[config.mk]
export PLATFORM = sky130hd
export DESIGN_NAME = alu_packet_ctrl
export DESIGN_NICKNAME = d
export VERILOG_FILES = /design/src/rtl/alu_pkt_pkg.sv /design/src/rtl/alu_word_acc.sv /design/src/rtl/alu_packet_ctrl.sv
export SDC_FILE = /design/constraint.sdc
export NUM_CORES = 1
export LEC_CHECK = 0
export BUFFER_PORTS_ARGS = -buffer_cell sky130_fd_sc_hd__buf_4
export CAP_MARGIN = 5
export CELL_PAD_IN_SITES_DETAIL_PLACEMENT = 0
export CELL_PAD_IN_SITES_GLOBAL_PLACEMENT = 1
export CORE_MARGIN = 5
export CORE_UTILIZATION = 48
export CTS_CLUSTER_SIZE = 16
export DETAILED_ROUTE_END_ITERATION = 16
export PLACE_DENSITY = 0.85
export SYNTH_ARGS = -nofsm -noshare
export SYNTH_HDL_FRONTEND = slang
export SYNTH_SLANG_ARGS = --single-unit
[constraint.sdc]
create_clock -name clk_i -period 3.4 [get_ports clk_i]
set_clock_uncertainty 0.1 [all_clocks]
set_input_delay 0.34 -clock clk_i [delete_from_list [all_inputs] [get_ports clk_i]]
set_output_delay 0.34 -clock clk_i [all_outputs]
set_load 0.01 [all_outputs]
[src/rtl/alu_pkt_pkg.sv]
`default_nettype none
// +--------------------------------------------------------------------------+
// | Module   : alu_pkt_pkg                                                   |
// | Purpose  : Shared types and constants for the packet sequencer:          |
// |            controller state encoding, opcodes, header size and the       |
// |            payload-length helper.                                        |
// | Options  : ALU_SUB_EN (consumers decide whether OP_SUB is honoured)      |
// | Revision : 1.0 - initial release                                         |
// +--------------------------------------------------------------------------+
package alu_pkt_pkg;

  typedef enum logic [2:0] {
    HDR_OP  = 3'd0,
    HDR_RSV = 3'd1,
    HDR_LLO = 3'd2,
    HDR_LHI = 3'd3,
    ECHO    = 3'd4,
    ACC     = 3'd5,
    RESULT  = 3'd6,
    DRAIN   = 3'd7
  } state_e;

  localparam logic [7:0]  OP_ECHO   = 8'hEC;
  localparam logic [7:0]  OP_ADD    = 8'h01;
  localparam logic [7:0]  OP_SUB    = 8'h02;
  localparam logic [15:0] HDR_BYTES = 16'd4;

  // The length field includes the header itself; anything shorter than a
  // header carries no payload.
  function automatic logic [15:0] calc_pay(input logic [15:0] len);
    return (len < HDR_BYTES) ? 16'd0 : (len - HDR_BYTES);
  endfunction

endpackage
`default_nettype wire

[src/rtl/alu_word_acc.sv]
`default_nettype none
// +--------------------------------------------------------------------------+
// | Module   : alu_word_acc                                                  |
// | Purpose  : Assembles payload bytes LSB-first into WORD_W-bit words and   |
// |            folds each completed word into a running accumulator.         |
// | Options  : ALU_SUB_EN - adds the i_sub port and a subtract path          |
// | Ports    : clk_i, reset_i  clock / synchronous active-high reset         |
// |            i_sub           (ALU_SUB_EN only) subtract later words        |
// |            i_clear         start of packet: clear byte index and acc     |
// |            i_byte, i_valid payload byte and its strobe                   |
// |            i_first         word completing now is the first operand      |
// |            o_acc           accumulator value                             |
// |            o_word_done     a word completes on this byte                 |
// | Revision : 1.0 - initial release                                         |
// +--------------------------------------------------------------------------+
module alu_word_acc
  import alu_pkt_pkg::*;
#(
  parameter int WORD_W = 32
) (
  input  logic              clk_i,
  input  logic              reset_i,
`ifdef ALU_SUB_EN
  input  logic              i_sub,
`endif
  input  logic              i_clear,
  input  logic [7:0]        i_byte,
  input  logic              i_valid,
  input  logic              i_first,
  output logic [WORD_W-1:0] o_acc,
  output logic              o_word_done
);

  localparam int NB    = WORD_W / 8;
  localparam int CNT_W = (NB > 1) ? $clog2(NB) : 1;

  logic [CNT_W-1:0]  r_cnt;
  logic [WORD_W-1:0] r_acc;
  logic [WORD_W-1:0] w_word;
  logic [WORD_W-1:0] w_next;
  logic              w_last;

  assign w_last = (r_cnt == CNT_W'(NB - 1));

  // New bytes enter at the top, so after NB bytes the first one sits in the
  // least significant position.
  generate
    if (NB == 1) begin : g_single
      assign w_word = i_byte;
    end else begin : g_multi
      logic [WORD_W-9:0] r_shift;
      always_ff @(posedge clk_i) begin
        if (reset_i || i_clear) begin
          r_shift <= '0;
        end else if (i_valid) begin
          r_shift <= w_word[WORD_W-1:8];
        end
      end
      assign w_word = {i_byte, r_shift};
    end
  endgenerate

`ifdef ALU_SUB_EN
  assign w_next = i_first ? w_word : (i_sub ? (r_acc - w_word) : (r_acc + w_word));
`else
  assign w_next = i_first ? w_word : (r_acc + w_word);
`endif

  always_ff @(posedge clk_i) begin
    if (reset_i || i_clear) begin
      r_cnt <= '0;
      r_acc <= '0;
    end else if (i_valid) begin
      if (w_last) begin
        r_cnt <= '0;
        r_acc <= w_next;
      end else begin
        r_cnt <= r_cnt + CNT_W'(1);
      end
    end
  end

  assign o_acc       = r_acc;
  assign o_word_done = i_valid & w_last;

endmodule
`default_nettype wire

[src/rtl/alu_packet_ctrl.sv]
`default_nettype none
// +--------------------------------------------------------------------------+
// | Module   : alu_packet_ctrl                                               |
// | Purpose  : Packet sequencer between the UART byte streams and the        |
// |            accumulate datapath: parses a 4-byte header, echoes,          |
// |            accumulates or drains the payload, streams results back.      |
// | Options  : ALU_SUB_EN - recognise OP_SUB (first operand minus others)    |
// | Ports    : clk_i, reset_i           clock / sync active-high reset       |
// |            rx_tdata_i/tvalid_i/tready_o   byte stream from uart_rx       |
// |            tx_tdata_o/tvalid_o/tready_i   byte stream to uart_tx         |
// |            busy_o                   high outside the opcode state        |
// |            bad_op_o                 one-cycle pulse on unknown opcode    |
// | Revision : 1.0 - initial release                                         |
// +--------------------------------------------------------------------------+
module alu_packet_ctrl #(
  parameter int WORD_W = 32
) (
  input  logic       clk_i,
  input  logic       reset_i,
  input  logic [7:0] rx_tdata_i,
  input  logic       rx_tvalid_i,
  output logic       rx_tready_o,
  output logic [7:0] tx_tdata_o,
  output logic       tx_tvalid_o,
  input  logic       tx_tready_i,
  output logic       busy_o,
  output logic       bad_op_o
);

  import alu_pkt_pkg::*;

  localparam int NB    = WORD_W / 8;
  localparam int IDX_W = $clog2(NB) + 1;

  state_e            r_state;
  state_e            w_state_nxt;
  logic [7:0]        r_op;
  logic [7:0]        r_len_lo;
  logic [15:0]       r_pay;
  logic [15:0]       r_cnt;
  logic [7:0]        r_tx_data;
  logic              r_tx_valid;
  logic              r_bad_op;
  logic              r_first_word;
  logic [IDX_W-1:0]  r_res_idx;

  logic              w_rx_ready;
  logic              w_rx_fire;
  logic              w_tx_fire;
  logic [15:0]       w_pay_hdr;
  logic              w_op_echo;
  logic              w_op_sub;
  logic              w_op_arith;
  logic              w_pay_last;
  logic              w_res_more;
  logic [7:0]        w_res_byte;
  logic              w_acc_clear;
  logic              w_acc_valid;
  logic              w_word_done;
  logic [WORD_W-1:0] w_acc;

  assign w_rx_fire  = rx_tvalid_i & rx_tready_o;
  assign w_tx_fire  = r_tx_valid & tx_tready_i;
  assign w_pay_hdr  = calc_pay({rx_tdata_i, r_len_lo});
  assign w_op_echo  = (r_op == OP_ECHO);
`ifdef ALU_SUB_EN
  assign w_op_sub   = (r_op == OP_SUB);
`else
  assign w_op_sub   = 1'b0;
`endif
  assign w_op_arith = (r_op == OP_ADD) | w_op_sub;
  assign w_pay_last = (r_cnt == (r_pay - 16'd1));
  assign w_res_more = (r_res_idx != IDX_W'(NB));
  assign w_res_byte = 8'(w_acc >> {r_res_idx, 3'b000});

  // Ready is decoded from registered state only, so tx_tready_i never
  // reaches rx_tready_o combinationally. It is forced low while in reset.
  always_comb begin
    w_state_nxt = r_state;
    w_rx_ready  = 1'b0;
    case (r_state)
      HDR_OP: begin
        w_rx_ready = 1'b1;
        if (w_rx_fire) w_state_nxt = HDR_RSV;
      end
      HDR_RSV: begin
        w_rx_ready = 1'b1;
        if (w_rx_fire) w_state_nxt = HDR_LLO;
      end
      HDR_LLO: begin
        w_rx_ready = 1'b1;
        if (w_rx_fire) w_state_nxt = HDR_LHI;
      end
      HDR_LHI: begin
        w_rx_ready = 1'b1;
        if (w_rx_fire) begin
          if (w_pay_hdr == 16'd0) w_state_nxt = w_op_arith ? RESULT : HDR_OP;
          else if (w_op_echo)     w_state_nxt = ECHO;
          else if (w_op_arith)    w_state_nxt = ACC;
          else                    w_state_nxt = DRAIN;
        end
      end
      ECHO: begin
        // One-byte buffer: accept only when the tx register is empty and
        // payload bytes remain; leave once the final byte is handed off.
        w_rx_ready = ~r_tx_valid & (r_cnt != r_pay);
        if ((r_cnt == r_pay) && w_tx_fire) w_state_nxt = HDR_OP;
      end
      ACC: begin
        w_rx_ready = 1'b1;
        if (w_rx_fire && w_pay_last) w_state_nxt = RESULT;
      end
      RESULT: begin
        if (w_tx_fire && !w_res_more) w_state_nxt = HDR_OP;
      end
      DRAIN: begin
        w_rx_ready = 1'b1;
        if (w_rx_fire && w_pay_last) w_state_nxt = HDR_OP;
      end
      default: w_state_nxt = HDR_OP;
    endcase
  end

  assign rx_tready_o = w_rx_ready & ~reset_i;

  always_ff @(posedge clk_i) begin
    if (reset_i) r_state <= HDR_OP;
    else         r_state <= w_state_nxt;
  end

  always_ff @(posedge clk_i) begin
    if (reset_i) begin
      r_op         <= '0;
      r_len_lo     <= '0;
      r_pay        <= '0;
      r_cnt        <= '0;
      r_tx_data    <= '0;
      r_tx_valid   <= 1'b0;
      r_bad_op     <= 1'b0;
      r_first_word <= 1'b0;
      r_res_idx    <= '0;
    end else begin
      r_bad_op <= 1'b0;
      if (w_tx_fire) r_tx_valid <= 1'b0;
      if (r_state != RESULT) r_res_idx <= '0;

      case (r_state)
        HDR_OP:  if (w_rx_fire) r_op <= rx_tdata_i;
        HDR_LLO: if (w_rx_fire) r_len_lo <= rx_tdata_i;
        HDR_LHI: begin
          if (w_rx_fire) begin
            r_pay        <= w_pay_hdr;
            r_cnt        <= '0;
            r_first_word <= 1'b1;
            r_bad_op     <= (w_pay_hdr != 16'd0) & ~w_op_echo & ~w_op_arith;
          end
        end
        ECHO: begin
          if (w_rx_fire) begin
            r_cnt      <= r_cnt + 16'd1;
            r_tx_data  <= rx_tdata_i;
            r_tx_valid <= 1'b1;
          end
        end
        ACC: begin
          if (w_rx_fire)   r_cnt <= r_cnt + 16'd1;
          if (w_word_done) r_first_word <= 1'b0;
        end
        DRAIN: if (w_rx_fire) r_cnt <= r_cnt + 16'd1;
        RESULT: begin
          if (!r_tx_valid && w_res_more) begin
            r_tx_data  <= w_res_byte;
            r_tx_valid <= 1'b1;
            r_res_idx  <= r_res_idx + IDX_W'(1);
          end
        end
        default: ;
      endcase
    end
  end

  // The accumulator is cleared on the last header byte of every packet so a
  // zero-length arithmetic packet reports zero.
  assign w_acc_clear = (r_state == HDR_LHI) & w_rx_fire;
  assign w_acc_valid = (r_state == ACC) & w_rx_fire;

  alu_word_acc #(
    .WORD_W (WORD_W)
  ) u_word_acc (
    .clk_i       (clk_i),
    .reset_i     (reset_i),
`ifdef ALU_SUB_EN
    .i_sub       (w_op_sub),
`endif
    .i_clear     (w_acc_clear),
    .i_byte      (rx_tdata_i),
    .i_valid     (w_acc_valid),
    .i_first     (r_first_word),
    .o_acc       (w_acc),
    .o_word_done (w_word_done)
  );

  assign tx_tdata_o  = r_tx_data;
  assign tx_tvalid_o = r_tx_valid;
  assign busy_o      = (r_state != HDR_OP);
  assign bad_op_o    = r_bad_op;

endmodule
`default_nettype wire

==> results list <==
* Result of the run: finished, final reports clean
- The floorplan step set the die height to 138 um.
- Using the TritonRoute via totals, the vias-per-cell ratio works out to 5.86.
* Crit path launch type: flip-flop
* Count of cells along the worst register-to-register path: 10
* Start point of the critical path: u_word_acc.g_multi.r_shift[18]
- Number of synthesized flops with an enable pin: 0
* Count of hold-fix buffers inserted at cts: 0
- The tightest min-delay check is of the input port to flip-flop type.
* Most common cell after layout, fill and taps aside: nand2_1
- Most frequent cells in the layout: nand2_1 (125), dfxtp_1 (122), a21oi_1 (103), nor2_1 (91), o21ai_0 (54)
- The die covers 19000 um2.
- Port Buf Inserts: 23
- After detailed routing, the total wire length is 22.3 mm.
* Classification of the worst setup path: flip-flop to flip-flop
- Unique masters post-synth: 74
* Arrival time reported for the critical path endpoint: 3.33 ns
- Initial core utilization: 49.2%
- In the synthesized netlist the async set-or-reset flop fraction comes to 0%.
* Post-layout nets: 1044
* Pin count of the biggest net entering global routing: 48
* Hold Crit Start: tx_tready_i
- Counting tap cells, the placed design contains a total of 1191 instances.
* Resized cells post-CTS: 0
* Leakage power figure: 3.41 nW
- Worst slack at placement: 0.344 ns
* Clk_lat worst skew: 0.42 ns
- Clock Root Buffer: clkbuf_16
- For flop-to-flop paths, the worst setup slack is 0.30 ns.
* Horizontal die dimension: 138 um
- HPWL after detailed placement: 15.9 mm
- Synthesis produced a netlist with a net count of 1041.
* Router iterations before antenna repair: 5
- Number of warnings reported in the yosys synthesis log: 0
- Post-route setup TNS: 0 ns
- IR analysis of the VDD net gives a maximum drop of 0.000341 V.
- CTS built an H-tree with a depth of 4.
- Excluding fillers, the count of instances in the completed layout stands at 1221.
* Top-level port count: 24
- Global routing finished with a remaining overflow of 0.
- Predominant post-synthesis flop cell: dfxtp_1
- Setup slack on the critical path of the routed design comes to 0.299 ns.
* Largest fanout on the critical path: 8
- Power spread over the standard cell area amounts to 409 nW/um2.
- The worst hold path passes through 3 cells.
- Share of cells above drive strength 1: 9.75%
- The count of nets left with antenna violations once routing finished came out at 0.
* Max Freq: 0.322 GHz
- The startpoint identified for the worst register-to-register timing path is u_word_acc.g_multi.r_shift[18].
- The final-report max-slew violation count was 0.
* CP required: 3.62 ns
- Share of the clock period used by the worst path: 91.2%
- Iteration-0 DRC Markers: 612
- TritonCTS created 17 clock buffers.
- The number of global-route vias before repair is 6756.
- Total setup buffers inserted after CTS: 0
* Number of fillers in the final layout: 1554
- Number of rows in the core area: 46
- The area growth from synthesis to layout is 11.5%.
* Period minus WS final: 3.10 ns
- STA classifies the critical path endpoint as a flip-flop.
- Global-route wire length before repair: 36.2 mm
* Antenna violations before repair: 1
- Synth Register Bits: 123
* Clock-pin slew reported for the worst setup and hold paths after clock tree synthesis: 0.06 ns
* Number of max-cap violations: 0
* Reg2reg end: u_word_acc.o_acc[31]
- Setup repair after global routing left no endpoint under its margin.
* Sink Count: 123
* CORE AREA: 15900 um2
* Antenna diode count: 0
* Gate Count Post-Synth: 991
- Summed instance area of the synthesized netlist: 7840 um2
- In the final routed layout, each cell accounts on average for 18.2 um.
- Average cell area after synthesis: 7.91 um2
* Pin slew with the least headroom to its limit: 0.767 ns
- WHS Endpoint: tx_tvalid_o
- DRC viols: 0
- TritonCTS built the clock tree.
- The final count of hold timing violations is 0.
- Number of setup violations in the final report: 0
- The clock passes through at most 2 buffers.
- Via total after detailed routing: 7160
* GRT Resource Usage Total: 24.6%
- Final weighted congestion of routability-driven global placement: 0.890
* Seq/Total Area, Yosys: 31.4%
- Headroom to the max-slew limit came out at 48.4%.
report_power, final:
group,switching (mW),internal (mW),leakage [nW]
Clock,0.653,0.990,0.263
Combinational,0.251,0.162,2.15
Sequential,0.0483,1.47,0.993
area by class of cell:
type	instances	area, um2	area share [%]
Tap cell	216	270	3.09
Inverter	28	105	1.20
Clock inverter	8	45.0	0.515
Timing Repair Buffer	42	328	3.75
Clock buffer	22	484	5.54
Sequential cell	123	2460	28.2
Multi-Input combinational cell	782	5040	57.7
registers in the layout, summed over array words and instances, names as in the netlist:
| name | count |
|---|---|
| u_word_acc.o_acc | 32 |
| u_word_acc.g_multi.r_shift | 24 |
| r_cnt | 16 |
| r_pay | 16 |
| r_len_lo | 8 |
| r_op | 8 |
| tx_tdata_o | 8 |
| r_res_idx | 3 |
| r_state | 3 |
| u_word_acc.r_cnt | 2 |
| bad_op_o | 1 |
| r_first_word | 1 |
| tx_tvalid_o | 1 |
worst max-delay path, cell delays in order, from the launching register on:
cell	delay, ns
dfxtp_1	0.33
ha_1	0.41
a2111oi_2	0.36
o21ai_1	0.12
a41o_1	0.27
or3_1	0.35
o221ai_1	0.36
o21ai_2	0.14
mux2i_1	0.13
a22o_1	0.18
a211oi_1	0.26
through the flow:
stage | utilization [%] | power [mW] | cell area [um2] | hold WS, ns
final | 54.8 | 3.57 | 8740 | 0.131
after global placement | 51.5 | 1.95 | 8210 | 0.350
after floorplan | - | 1.83 | 7840 | 0.340
after global routing | 54.8 | 3.72 | 8740 | 0.134
after detailed placement | 51.5 | 1.95 | 8210 | 0.364
after CTS | 54.8 | 3.61 | 8740 | 0.108
cells in the mapped netlist, types with 6 or more instances:
| library cell | instances | share of area (%) |
|---|---|---|
| mux2i_1 | 20 | 2.6 |
| a31oi_1 | 11 | 0.88 |
| dfxtp_1 | 123 | 31 |
| nand4_1 | 8 | 0.64 |
| xor2_1 | 25 | 2.8 |
| a221oi_1 | 10 | 1.1 |
| a21oi_1 | 103 | 6.6 |
| or3_1 | 6 | 0.48 |
| or4_1 | 6 | 0.57 |
| nor4_1 | 10 | 0.80 |
| nor2b_1 | 12 | 0.96 |
| nor3_1 | 28 | 1.8 |
| nand2b_1 | 19 | 1.5 |
| and3_1 | 10 | 0.80 |
| nand4b_1 | 6 | 0.67 |
| a21o_1 | 17 | 1.6 |
| o21a_1 | 6 | 0.57 |
| xnor2_1 | 39 | 4.4 |
| nor2_1 | 91 | 4.4 |
| o211ai_1 | 14 | 1.3 |
| nand2_1 | 125 | 6.0 |
| o21ai_1 | 10 | 0.64 |
| mux4_2 | 8 | 2.3 |
| ha_1 | 37 | 5.9 |
| nand3_1 | 21 | 1.3 |
| o21ai_0 | 54 | 3.4 |
| inv_1 | 28 | 1.3 |
| buf_2 | 9 | 0.57 |
| clkbuf_1 | 44 | 2.1 |
cells by family after synthesis:
kind of cell	after synthesis	synth area share, %
fa+ha+maj	38	6.16
compound gates	279	22.4
flops	123	31.4
xor+xnor	64	7.15
mux	29	5.00
simple gates	372	23.6
buf+inv	86	4.26
layer usage:
layer	track usage (%)	vias up	wire [um]	part of all wire, %
met3	4.27	33	918	4.1
met5	0	-	13	0.058
met1	32.7	3385	10200	46
met4	7.19	2	463	2.1
li1	-	3569	-	-
met2	41.1	171	10700	48
worst max path at each step:
stage | endpoint | slack, ns | depth (start not counted)
floorplan | u_word_acc.o_acc[31] | 0.55 | 11
global placement | u_word_acc.o_acc[30] | 0.41 | 12
detailed placement | u_word_acc.o_acc[31] | 0.34 | 10
CTS | u_word_acc.o_acc[31] | 0.32 | 10
global route | u_word_acc.o_acc[31] | 0.08 | 10
finish | u_word_acc.o_acc[31] | 0.30 | 10
No activity file was read; power rests on OpenSTA's default activity.
